**src/rtl/adc_frame_pack.sv**
```systemverilog
// ADC frame packer: registers channel A/B beats, frames them on channel A
// sop/eop, and queues {tuser, tlast, chb, cha} words into a FWFT FIFO.
module adc_frame_pack #(
  parameter int FRAME_LEN = 1024,
  parameter int FIFO_AW   = 4
) (
  input  logic        clk,
  input  logic        rst,
  input  logic [15:0] adc_data_cha,
  input  logic [15:0] adc_data_chb,
  input  logic        adc_data_sop_cha,
  input  logic        adc_data_eop_cha,
  input  logic        adc_data_valid_cha,
  input  logic        adc_data_valid_chb,
  output logic [31:0] m_tdata,
  output logic        m_tvalid,
  input  logic        m_tready,
  output logic        m_tlast,
  output logic        m_tuser,
  output logic [15:0] frame_cnt,
  output logic        len_err,
  output logic        align_err,
  output logic        ovf_err
);

  localparam int DEPTH = 1 << FIFO_AW;
  localparam logic [FIFO_AW:0] FULL_CNT = (FIFO_AW + 1)'(DEPTH);
  localparam logic [15:0] FLEN = 16'(FRAME_LEN);

  typedef enum logic [1:0] {
    IDLE,
    IN_FRAME,
    DROP
  } state_t;

  // Input stage register
  logic        s_vld_q;
  logic        s_sop_q;
  logic        s_eop_q;
  logic [31:0] s_data_q;
  logic        align_q;

  always_ff @(posedge clk or posedge rst) begin
    if (rst) begin
      s_vld_q  <= 1'b0;
      s_sop_q  <= 1'b0;
      s_eop_q  <= 1'b0;
      s_data_q <= '0;
      align_q  <= 1'b0;
    end else begin
      s_vld_q  <= adc_data_valid_cha;
      s_sop_q  <= adc_data_sop_cha;
      s_eop_q  <= adc_data_eop_cha;
      s_data_q <= {adc_data_chb, adc_data_cha};
      align_q  <= adc_data_valid_cha ^ adc_data_valid_chb;
    end
  end

  // FIFO storage and pointers
  logic [33:0]        mem_q [DEPTH];
  logic [FIFO_AW-1:0] wr_ptr_q;
  logic [FIFO_AW-1:0] rd_ptr_q;
  logic [FIFO_AW:0]   cnt_q;
  logic [FIFO_AW:0]   cnt_d;
  logic               full;
  logic               empty;
  logic               rd_en;
  logic               wr_en;
  logic               wr_ok;
  logic [33:0]        rd_word;

  // FSM signals
  state_t      state_q;
  state_t      state_d;
  logic [15:0] scnt_q;
  logic [15:0] scnt_d;
  logic [15:0] scnt_inc;
  logic [15:0] frame_cnt_q;
  logic        ovf_q;
  logic        wr_req;
  logic        wr_user;
  logic        wr_last;
  logic        len_bad;
  logic        frame_hit;
  logic        ovf_hit;

  assign full  = (cnt_q == FULL_CNT);
  assign empty = (cnt_q == '0);
  assign rd_en = !empty && m_tready;
  // A read in the same cycle frees the slot the write needs
  assign wr_ok = !full || rd_en;
  assign wr_en = wr_req && wr_ok;

  assign scnt_inc = (scnt_q == 16'hFFFF) ? scnt_q : scnt_q + 16'd1;

  always_comb begin
    state_d   = state_q;
    scnt_d    = scnt_q;
    wr_req    = 1'b0;
    wr_user   = 1'b0;
    wr_last   = 1'b0;
    len_bad   = 1'b0;
    frame_hit = 1'b0;
    ovf_hit   = 1'b0;
    if (s_vld_q) begin
      if (s_sop_q) begin
        wr_req  = 1'b1;
        wr_user = 1'b1;
        wr_last = s_eop_q;
        scnt_d  = 16'd1;
        len_bad = (state_q == IN_FRAME);
        if (s_eop_q) begin
          state_d = IDLE;
          if (FLEN == 16'd1) frame_hit = 1'b1;
          else               len_bad   = 1'b1;
        end else begin
          state_d = IN_FRAME;
        end
      end else begin
        unique case (state_q)
          IN_FRAME: begin
            wr_req  = 1'b1;
            wr_last = s_eop_q;
            scnt_d  = scnt_inc;
            if (s_eop_q) begin
              state_d = IDLE;
              if (scnt_inc == FLEN) frame_hit = 1'b1;
              else                  len_bad   = 1'b1;
            end
          end
          DROP: begin
            if (s_eop_q) state_d = IDLE;
          end
          default: ;
        endcase
      end
      if (wr_req && !wr_ok) begin
        ovf_hit   = 1'b1;
        frame_hit = 1'b0;
        state_d   = DROP;
      end
    end
  end

  always_ff @(posedge clk or posedge rst) begin
    if (rst) begin
      state_q     <= IDLE;
      scnt_q      <= '0;
      frame_cnt_q <= '0;
      ovf_q       <= 1'b0;
    end else begin
      state_q     <= state_d;
      scnt_q      <= scnt_d;
      frame_cnt_q <= frame_cnt_q + {15'd0, frame_hit};
      ovf_q       <= ovf_q | ovf_hit;
    end
  end

  always_comb begin
    cnt_d = cnt_q;
    unique case ({wr_en, rd_en})
      2'b10:   cnt_d = cnt_q + 1'b1;
      2'b01:   cnt_d = cnt_q - 1'b1;
      default: ;
    endcase
  end

  always_ff @(posedge clk or posedge rst) begin
    if (rst) begin
      wr_ptr_q <= '0;
      rd_ptr_q <= '0;
      cnt_q    <= '0;
    end else begin
      if (wr_en) wr_ptr_q <= wr_ptr_q + 1'b1;
      if (rd_en) rd_ptr_q <= rd_ptr_q + 1'b1;
      cnt_q <= cnt_d;
    end
  end

  always_ff @(posedge clk) begin
    if (wr_en) mem_q[wr_ptr_q] <= {wr_user, wr_last, s_data_q};
  end

  // Outputs read zero while the FIFO is empty
  assign rd_word   = mem_q[rd_ptr_q];
  assign m_tvalid  = !empty;
  assign m_tdata   = empty ? '0 : rd_word[31:0];
  assign m_tuser   = !empty && rd_word[33];
  assign m_tlast   = !empty && rd_word[32];
  assign frame_cnt = frame_cnt_q;
  assign len_err   = len_bad;
  assign align_err = align_q;
  assign ovf_err   = ovf_q;

endmodule

```
**config.mk**
```make
export PLATFORM = sky130hd
export DESIGN_NAME = adc_frame_pack
export DESIGN_NICKNAME = d
export VERILOG_FILES = /design/src/rtl/adc_frame_pack.sv
export SDC_FILE = /design/constraint.sdc
export NUM_CORES = 1
export LEC_CHECK = 0
export BUFFER_PORTS_ARGS = -buffer_cell sky130_fd_sc_hd__buf_2
export CAP_MARGIN = 40
export CORE_AREA = 2 2 214 216
export DETAILED_ROUTE_END_ITERATION = 10
export DIE_AREA = 0 0 216 218
export GPL_TIMING_DRIVEN = 0
export PLACE_DENSITY_LB_ADDON = 0.15
export SYNTH_ARGS = -nofsm -noshare
export SYNTH_HDL_FRONTEND = slang
export SYNTH_SLANG_ARGS = --single-unit
```
**constraint.sdc**
```tcl
create_clock -name clk -period 6.85 [get_ports clk]
set_clock_uncertainty 0.15 [all_clocks]
set_input_delay 0.3425 -clock clk [delete_from_list [all_inputs] [get_ports clk]]
set_output_delay 0.3425 -clock clk [all_outputs]
set_load 0.02 [all_outputs]
```
==> summary.md, run 1 <==
| Metric | Value |
|---|---|
| Worst-Skew Late Latency | `just under 0.6 ns` |
| Total gr overflow | `0` |
| Pin count of the biggest net entering global routing | `56` |
| Average wire per standard cell | `25.8 um` |
| CP max FO | `10` |
| Die height | `218 um` |
| CTS tree | `done` |
| Rel. slew slack | `41.6%` |
| H-tree levels | `3` |
| First-pass GRT wire length | `slightly below 80 mm` |
| Die Footprint | `0.0471 mm^2` |
| Vias per std cell | `5.94` |
| Die W | `216 um` |
| Peak VDD IR | `245 uV` |
| Endpoint type of the worst setup path | `primary output` |
| Final Net Count | `1414` |
| Mapped Cells | `approximately 1100` |
| Max Cap Violations | `0` |
| Post-Route WL | `52.0 mm` |
| Post-synth EDFFs | `544` |
| Final Cycle Share | `59.4%` |
| Crit path required time | `~6.4 ns` |
| Place WS | `around 3.2 ns` |
| Tot Pwr | `roughly 11 mW` |
| Starting Density | `a little over half` |
| Routed vias | `12000` |
| Boundary Pins | `93` |
| Slew Limit Fails | `0` |
| PnR worst setup slack | `2.78 ns` |
| DRC | `0` |
| Antenna violations before repair | `0` |
| PD cells | `399 mW/mm^2` |
| 1st-iter DRT viols | `1236` |
| Sink Count | `~630` |
| Root Buffer | `clkbuf_16` |
| Worst-margin pin slew | `between 0.8 and 0.9 ns` |
| First-pass DRT Iterations | `5` |
| Post-synthesis sequential area ratio | `around three quarters` |
| Final Hold Viols | `0` |
| Final Setup Violations | `0` |
| Post-DRT Antenna Nets | `0` |
| Mean Syn Cell Area | `21.4 um^2` |
| Critical path class | `reg2out` |
| Status | `finished, final reports clean` |
| Total Routing Usage GR | `between 20% and 30%` |
| Vias in the first global route | `between 10000 and 15000` |
| Port Buffers | `92` |
| Final Util | `a little under two thirds` |
| Min Clock Period, post-route | `4.07 ns` |
| Peak Freq | `0.246 GHz` |
| Layout cells sized above 1 | `30.3%` |
| Area added between synthesis and finish | `17.0%` |
| Distinct cell type count after synthesis | `52` |
| Fin Setup TNS | `0 ns` |
| Syn Nets | `1195` |
| CTS buffer count | `66` |
| Synthesized area | `0.0244 mm^2` |
| Unrepaired setup endpoints after global routing | `false` |
| FF+latch count, synth | `628` |
| Ys flop type | `edfxtp_1` |
| Leakage power | `9.75 nW` |
| Diode count | `0` |
| Number of warnings issued by yosys | `0` |
| Asr flop ratio synth | `between 10 and 15%` |
| Arrival @ worst endpoint | `3.57 ns` |
| # rows | `78` |
| Final Wtd Congestion | `0.829` |
| Core Area | `approximately 0.045 mm^2` |
| Clk slew on worst S/H paths | `about 0.06 ns` |
| CP Launch Type | `register` |
| HP Class | `in2reg` |
| Longest Clk Path Bufs | `3` |
| Post-DP HPWL | `31.3 mm` |
## cell type report
type                       count  area (um^2)
sequential                   628        18400
fill                        3131        16300
multi-input combinational    442         5660
clock buffer                  93         1930
timing repair buffer         151         1230
tap                          600          751
buffer                        57          298
clock inverter                28          230
inverter                      15         58.8
## logic make-up (layout without fill, tap and decap cells)
family                     Yosys count  in the layout  share of synthesized area, %
buffers and inverters               72            344                          1.45
adders and majority gates           14             14                         0.748
and+or+nand+nor                    164            164                          4.03
AOI/OAI and AO/OA                   63             63                          1.50
muxes                              173            173                          15.8
xor gates and xnor gates            28             28                          1.00
DFF                                628            628                          75.5
## per-layer routing
layer  global-route usage, %  vias to the layer above  share of wire, %
met5                       0                        -                 0
met4                    6.99                        0               1.7
met3                    3.72                       53               5.9
met2                    37.8                      407                50
met1                    32.3                     6351                42
li1                        -                     5152                 -
## Yosys cell counts, drive strengths merged, types with 3 or more instances
library cell  number  share of area, %
a21o               3             0.092
o31ai              4              0.12
a21oi             16              0.33
xor2               7              0.25
nand4             12              0.39
xnor2             21              0.75
a31oi              4              0.10
nor4               7              0.33
and4               5              0.18
edfxtp           544                67
nand2             24              0.37
buf               29              0.78
mux4             170                16
dfrtp             84               8.6
and3               8              0.20
clkbuf            28              0.44
nor3               9              0.20
nor2              18              0.28
ha                13              0.67
nand3             15              0.31
and2              53               1.4
o21ai             27              0.55
inv               15              0.23
## placed cells by master, fill, tap and decap left out, types with 7 or more instances in the layout
cell and n:
edfxtp_1 544, mux4_2 170, buf_2 102, dfrtp_1 84, clkbuf_16 71, clkbuf_1 42, and2_1 37, dlygate4sd3_1 37
o21ai_0 25, nand2_1 24, xnor2_1 21, nor2_1 18, and2_2 16, a21oi_1 16, buf_12 16, nand3_1 15
inv_1 14, ha_1 13, clkinv_2 12, buf_4 11, clkinv_1 11, nand4_1 10, and3_1 8, nor3_1 8
buf_6 8, xor2_1 7, clkbuf_8 7
## power by group
group	total (mW)	switching [mW]	internal (mW)
logic	3.33	1.75	1.58
registers	4.57	0.122	4.44
clock network	3.52	1.41	2.11
total	11.4	3.28	8.14
## worst paths after layout
kind / from / to / slack (ns) / cells past startpoint
worst max-delay path: rd_ptr_q[1]$_DFFE_PP0P_ / m_tdata[20] / 2.78 / 6
worst min-delay path: m_tready / state_q[1]$_DFFE_PP0P_ / 0.07 / 3
worst max register to register: scnt_q[0]$_DFFE_PP0P_ / frame_cnt[10]$_DFF_PP0_ / 3.21 / 14
worst min register to register: ovf_err$_DFF_PP0_ / ovf_err$_DFF_PP0_ / 0.32 / 1
max in group asynchronous: rst / s_data_q[3]$_DFF_PP0_ / 5.60 / 4
min in group asynchronous: rst / s_data_q[30]$_DFF_PP0_ / 0.22 / 3
## state kept, by name, summed over array words and instances, names as in the netlist
| register | flops |
|---|---|
| wr_ptr_q | 4 |
| s_eop_q | 1 |
| frame_cnt | 16 |
| rd_ptr_q | 4 |
| cnt_q | 5 |
| s_data_q | 32 |
| state_q | 2 |
| scnt_q | 16 |
| align_err | 1 |
| ovf_err | 1 |
| s_sop_q | 1 |
| s_vld_q | 1 |
| mem_q | 544 |
## timing repair
action                                 in CTS  in global routing
gates resized for setup                     0                  0
endpoints found under the hold margin      65                  0
buffers inserted                            0                  0
setup endpoints to repair                   0                  0
hold buffers                               37                  0
## metrics by stage
| stage | hold WS, ns | instance area, um^2 | instances |
|---|---|---|---|
| floorplan | 0.224 | 24400 | 1142 |
| global placement | 0.290 | 25600 | 1834 |
| detailed placement | 0.298 | 26100 | 1856 |
| CTS | 0.0643 | 28600 | 2014 |
| global route | 0.0934 | 28600 | 2014 |
| finish | 0.0724 | 28600 | 2014 |
## critical path, stage by stage, from the launching register on
cell	delay, ns
dfrtp_1	0.40
clkbuf_1	0.60
clkbuf_1	0.73
mux4_2	0.42
mux4_2	0.50
and2_1	0.18
buf_2	0.15
(Power assumes the default switching activity.)
==> run 2: changes to the inputs <==
clock period = 3.82 ns   (was 6.85 ns; I/O delays follow)
==> summary.md, run 2 (synthesized netlist as in run 1, its figures left out) <==
| Metric | Value |
|---|---|
| Post-DRT Antenna Nets | `0 (unchanged)` |
| R2r setup slk | `0.30 ns (-2.91 ns)` |
| CP max FO | `10 (unchanged)` |
| Most frequent cells in the layout | `edfxtp_1, mux4_2, buf_2` |
| Final Wtd Congestion | `0.829 (unchanged)` |
| Total gr overflow | `0 (unchanged)` |
| Root Buffer | `clkbuf_16` |
| Peak VDD IR | `441 uV (+80%)` |
| Slew Limit Fails | `0 (unchanged)` |
| Top cell by count, worst path | `mux4_2` |
| HP Class | `in2async` |
| Final hold slack | `0.0732 ns (+0.000843 ns)` |
| Starting Density | `54.4% (unchanged)` |
| CP cell instances | `clkbuf_1 -> clkbuf_2 -> mux4_2 -> mux4_2 -> and2_1 -> buf_2` |
| Sw Share | `28.7% (about the same)` |
| Port Buffers | `92 (unchanged)` |
| Family with the most delay on the worst path | `buffers and inverters` |
| Part of the power in the clock network | `30.9% (about the same)` |
| Diode count | `0 (unchanged)` |
| First-pass DRT Iterations | `6 (+1)` |
| Reg power frac | `40.0% (about the same)` |
| Biggest register | `mem_q` |
| Top Registers | `mem_q (544), s_data_q (32)` |
| Tot Pwr | `20.5 mW (+79%)` |
| Total Routing Usage GR | `23.0% (unchanged)` |
| Vias per std cell | `5.93 (-0.20%)` |
| Worst-Skew Late Latency | `0.59 ns (about the same)` |
| DRC | `0 (unchanged)` |
| Vias in the first global route | `12500 (+0.016%)` |
| Core Area | `0.0449 mm^2 (unchanged)` |
| Die height | `218 um (unchanged)` |
| Post-CTS Setup Repair Bufs | `0 (unchanged)` |
| P_sw | `5.89 mW (+79%)` |
| Final Net Count | `1415 (+0.071%)` |
| Place WS | `0.155 ns (-3.03 ns)` |
| Design area | `0.0286 mm^2 (+0.11%)` |
| 1st-iter DRT viols | `1287 (+4.1%)` |
| Number of flip-flops in the largest register | `544 (unchanged)` |
| Multi-input logic area | `0.00567 mm^2 (+0.11%)` |
| Critical path class | `reg2out` |
| Arrival @ worst endpoint | `3.30 ns (-0.27 ns)` |
| CTS buffer count | `66 (unchanged)` |
| Commonest non-fill, non-tap cell in the layout | `edfxtp_1` |
| Layout cells sized above 1 | `31.2% (+0.83 points)` |
| Longest Clk Path Bufs | `3 (unchanged)` |
| # rows | `78 (unchanged)` |
| First-pass GRT wire length | `78.3 mm (unchanged)` |
| Worst-margin pin slew | `0.891 ns (+0.0144 ns)` |
| Die Footprint | `0.0471 mm^2 (unchanged)` |
| FF/Latch Area | `0.0184 mm^2 (unchanged)` |
| PD cells | `716 mW/mm^2 (+79%)` |
| CP max-delay cell | `clkbuf_1` |
| Logic gate share of total power | `29.2% (about the same)` |
| Final Cycle Share | `between 90% and 100%` |
| Area added between synthesis and finish | `17.2%` |
| H-tree levels | `3 (unchanged)` |
| Filler cells | `3132 (+0.032%)` |
| Unrepaired setup endpoints after global routing | `false` |
| Average wire per standard cell | `25.7 um (-0.29%)` |
| Boundary Pins | `93 (unchanged)` |
| Final Hold Viols | `0 (unchanged)` |
| Clk slew on worst S/H paths | `0.06 ns (about the same)` |
| Min Clock Period, post-route | `3.64 ns` |
| Status | `finished, final reports clean` |
| CP Launch Type | `register` |
| Die W | `216 um (unchanged)` |
| Placement Cell Area | `0.0261 mm^2 (unchanged)` |
| Antenna violations before repair | `0 (unchanged)` |
| Pin count of the biggest net entering global routing | `56 (unchanged)` |
| Max Cap Violations | `0 (unchanged)` |
| CP bufs+invs | `3 (unchanged)` |
| Peak Freq | `0.275 GHz` |
| Leakage power | `9.79 nW (+0.38%)` |
| Post-Route WL | `51.9 mm (-0.24%)` |
| CTS tree | `done` |
| Final Setup Violations | `0 (unchanged)` |
| Rel. slew slack | `40.6% (-0.96 points)` |
| Routed vias | `11900 (-0.15%)` |
| Endpoint type of the worst setup path | `primary output` |
| Internal power | `14.6 mW (+79%)` |
| Post-DP HPWL | `31.3 mm (unchanged)` |
| PnR worst setup slack | `0.183 ns (-2.60 ns)` |
| Max incr delay on CP | `0.61 ns (-0.12 ns)` |
| Sink Count | `628 (unchanged)` |
| Crit path required time | `3.48 ns (-2.88 ns)` |
## run 2: path summary, 6_finish.rpt
| check | start | end | cells after the start |
|---|---|---|---|
| setup / recovery | rd_ptr_q[1]$_DFFE_PP0P_ | m_tdata[13] | 6 |
| hold / removal | rst | s_data_q[30]$_DFF_PP0_ | 3 |
| setup reg to reg | scnt_q[0]$_DFFE_PP0P_ | frame_cnt[10]$_DFF_PP0_ | 14 |
| hold reg to reg | ovf_err$_DFF_PP0_ | ovf_err$_DFF_PP0_ | 1 |
| max in group asynchronous | rst | s_data_q[3]$_DFF_PP0_ | 4 |
| min in group clk | adc_data_chb[13] | s_data_q[29]$_DFF_PP0_ | 2 |
## run 2: worst register-to-register path: cells and delay by family (launching register included)
family,cells,cell delay [ns]
flip-flops,1,0.40
adder cells (fa/ha/maj),3,0.69
AO/OA/AOI/OAI,1,0.08
AND/OR/NAND/NOR,8,1.77
buffers and inverters,1,0.20
XOR/XNOR,1,0.13
## run 2: cell type report
class                           instances  share of cell area [%]
Sequential cell                       628                    64.4
Multi-Input combinational cell        442                    19.8
Clock buffer                           93                    6.74
Timing Repair Buffer                  152                    4.33
Tap cell                              600                    2.62
Buffer                                 57                    1.09
Clock inverter                         28                   0.804
Inverter                               15                   0.205
## run 2: what timing repair did
| item | in CTS | in global routing |
|---|---|---|
| gates cloned | 0 | 0 |
| hold buffers | 38 | 0 |
| hold endpoints to repair | 78 | 0 |
| endpoints found under the setup margin | 14 | 37 |
| resized for setup | 4 | 17 |
## run 2: power groups by stage
stage / clock [mW] / sequential [mW] / combinational [mW]
6_report: 6.32 / 8.19 / 5.97
5_1_grt: 6.73 / 8.24 / 6.35
4_1_cts: 6.42 / 8.19 / 6.09
3_5_place_dp: 0 / 8.33 / 6.04
3_3_place_gp: 0 / 8.33 / 5.85
2_1_floorplan: 0 / 8.27 / 4.17
## run 2: metrics by stage
step	std cells	setup TNS (ns)	util [%]
5_1_grt	2015	0	63.8
4_1_cts	2015	-0.00205	63.7
3_5_place_dp	1856	0	58.1
3_3_place_gp	1834	-257.21	57.1
6_report	2015	0	63.8
2_1_floorplan	1142	0	-
## run 2: metal layers
metal / share of wire, % / wire length (um) / up-vias / track usage (%)
li1: - / - / 5155 / -
met1: 42 / 21600 / 6354 / 32.3
met2: 50 / 26100 / 387 / 37.8
met3: 6.3 / 3280 / 49 / 3.72
met4: 1.7 / 858 / 0 / 6.99
met5: 0 / 0 / - / 0
==> run 3: changes to the inputs <==
MAX_ROUTING_LAYER = met4   (was unset)
==> summary.md, run 3 (synthesized netlist as in run 1, its figures left out) <==
| Metric | Value |
|---|---|
| PD cells | `716 mW/mm^2 (about the same)` |
| Final Wtd Congestion | `0.841 (+1.5%)` |
| CP max-delay cell | `clkbuf_1` |
| Max incr delay on CP | `0.60 ns (about the same)` |
| DRC | `0 (unchanged)` |
| Critical path class | `reg2out` |
| Number of flip-flops in the largest register | `544 (unchanged)` |
| Fin Setup TNS | `0 ns (unchanged)` |
| Non-filler cells in the finished layout | `2015 (unchanged)` |
| Area added between synthesis and finish | `17.2% (unchanged)` |
| Slew Limit Fails | `0 (unchanged)` |
| Unrepaired setup endpoints after global routing | `false` |
| Die W | `216 um (unchanged)` |
| Antenna violations before repair | `0 (unchanged)` |
| CP bufs+invs | `3 (unchanged)` |
| CP max FO | `10 (unchanged)` |
| Core Area | `0.0449 mm^2 (unchanged)` |
| CP cell instances | `clkbuf_1 -> clkbuf_2 -> mux4_2 -> mux4_2 -> and2_1 -> buf_2` |
| Top Registers | `mem_q (544), s_data_q (32)` |
| Final Cycle Share | `94.8% (-0.38 points)` |
| Family with the most delay on the worst path | `buffers and inverters` |
| # rows | `78 (unchanged)` |
| H-tree levels | `3 (unchanged)` |
| 1st-iter DRT viols | `1197 (-7.0%)` |
| Routed vias | `12000 (+0.23%)` |
| Sink Count | `628 (unchanged)` |
| Clk slew on worst S/H paths | `0.06 ns (about the same)` |
| Status | `finished, final reports clean` |
| CTS tree | `done` |
| Design area | `0.0286 mm^2 (unchanged)` |
| Root Buffer | `clkbuf_16` |
| CTS buffer count | `66 (unchanged)` |
| Commonest non-fill, non-tap cell in the layout | `edfxtp_1` |
| Peak Freq | `0.276 GHz (+0.40%)` |
| Crit path required time | `3.48 ns (about the same)` |
| Biggest register | `mem_q` |
| CP Launch Type | `register` |
| Layout cells sized above 1 | `31.2% (unchanged)` |
| Final Net Count | `1415 (unchanged)` |
| Min Clock Period, post-route | `3.62 ns (-0.0145 ns)` |
| Total Routing Usage GR | `23.7% (+0.72 points)` |
| Placed cells | `1856 (unchanged)` |
| Die Footprint | `0.0471 mm^2 (unchanged)` |
| Die height | `218 um (unchanged)` |
| Post-DP HPWL | `31.3 mm (unchanged)` |
| Post-Route WL | `52.0 mm (+0.17%)` |
| Max Cap Violations | `0 (unchanged)` |
| Final Hold Viols | `0 (unchanged)` |
| Vias per std cell | `5.94 (+0.23%)` |
| Peak VDD IR | `441 uV (about the same)` |
| Vias in the first global route | `12500 (-0.024%)` |
| Arrival @ worst endpoint | `3.28 ns (-0.02 ns)` |
| Tot Pwr | `20.5 mW (about the same)` |
| First-pass DRT Iterations | `6 (unchanged)` |
| Starting Density | `54.4% (unchanged)` |
| Average wire per standard cell | `25.8 um (+0.17%)` |
| HP Class | `in2async` |
| First-pass GRT wire length | `78.3 mm (about the same)` |
| Pin count of the biggest net entering global routing | `56 (unchanged)` |
| Longest Clk Path Bufs | `3 (unchanged)` |
| Worst-margin pin slew | `0.904 ns (+0.0135 ns)` |
| Most frequent cells in the layout | `edfxtp_1, mux4_2, buf_2` |
| Final Setup Violations | `0 (unchanged)` |
| Post-CTS Setup Repair Bufs | `0 (unchanged)` |
| Placement Cell Area | `0.0261 mm^2 (unchanged)` |
| Leakage power | `9.79 nW (unchanged)` |
| Post-DRT Antenna Nets | `0 (unchanged)` |
| Endpoint type of the worst setup path | `primary output` |
| Boundary Pins | `93 (unchanged)` |
| Worst-Skew Late Latency | `0.59 ns (about the same)` |
| Top cell by count, worst path | `mux4_2` |
| Rel. slew slack | `39.7% (-0.90 points)` |
| Port Buffers | `92 (unchanged)` |
| Diode count | `0 (unchanged)` |
| Total gr overflow | `0 (unchanged)` |
==> run 3: cell counts in the layout (fill, tap and decap cells not counted) <==
Identical to the previous run, type by type.
==> run 3: final cells by class <==
type / instances / area, um^2
Sequential cell: 628 / 18400
Fill cell: 3132 / 16300
Multi-Input combinational cell: 442 / 5670
Clock buffer: 93 / 1930
Timing Repair Buffer: 152 / 1240
Tap cell: 600 / 751
Buffer: 57 / 312
Clock inverter: 28 / 230
Inverter: 15 / 58.8
==> run 3: worst paths after layout <==
check | startpoint | end | slack (ns) | depth (start not counted)
worst max-delay path | rd_ptr_q[1]$_DFFE_PP0P_ | m_tdata[19] | 0.20 | 6
worst min-delay path | rst | s_data_q[27]$_DFF_PP0_ | 0.07 | 3
worst max register to register | scnt_q[0]$_DFFE_PP0P_ | frame_cnt[10]$_DFF_PP0_ | 0.29 | 14
worst min register to register | ovf_err$_DFF_PP0_ | ovf_err$_DFF_PP0_ | 0.32 | 1
max in group asynchronous | rst | s_data_q[3]$_DFF_PP0_ | 2.73 | 4
min in group clk | adc_data_chb[13] | s_data_q[29]$_DFF_PP0_ | 0.08 | 2
==> run 3: what timing repair did <==
item	CTS	global route
hold endpoints to repair	78	0
resized for setup	4	17
endpoints found under the setup margin	14	34
hold buffers	38	0
==> run 3: worst register-to-register path: stages (launching register included) <==
cell and delay (ns):
dfrtp_1 0.41, ha_1 0.16, buf_2 0.20, nand3_1 0.24, nor4_4 0.37, and4bb_2 0.27
o21ai_1 0.09, nor4_2 0.23, and4_1 0.24, ha_1 0.24, ha_1 0.28, nand2_1 0.11
nor2_1 0.20, nand2_1 0.10, xnor2_1 0.13
==> run 3: power breakdown <==
group | total, mW | leakage [nW] | switching [mW] | internal (mW)
clock | 6.32 | 1.07 | 2.53 | 3.79
sequential | 8.19 | 5.97 | 0.219 | 7.97
combinational | 5.98 | 2.75 | 3.15 | 2.83
total | 20.5 | 9.79 | 5.90 | 14.6
==> run 3: stage by stage <==
stage	util, %	hold WS, ns	setup slack (ns)
global placement	57.1	0.149	-0.643
CTS	63.7	0.0547	-0.00156
global route	63.8	0.0813	0.0201
finish	63.8	0.0747	0.198
detailed placement	58.1	0.150	0.155
floorplan	-	0.0724	0.749
==> run 3: layer usage <==
metal | up-vias | global-route usage [%] | share of wire (%)
li1 | 5157 | - | -
met1 | 6394 | 32.4 | 43
met2 | 365 | 37.8 | 50
met3 | 57 | 3.68 | 5.3
met4 | 0 | 6.99 | 1.8
met5 | - | - | 0
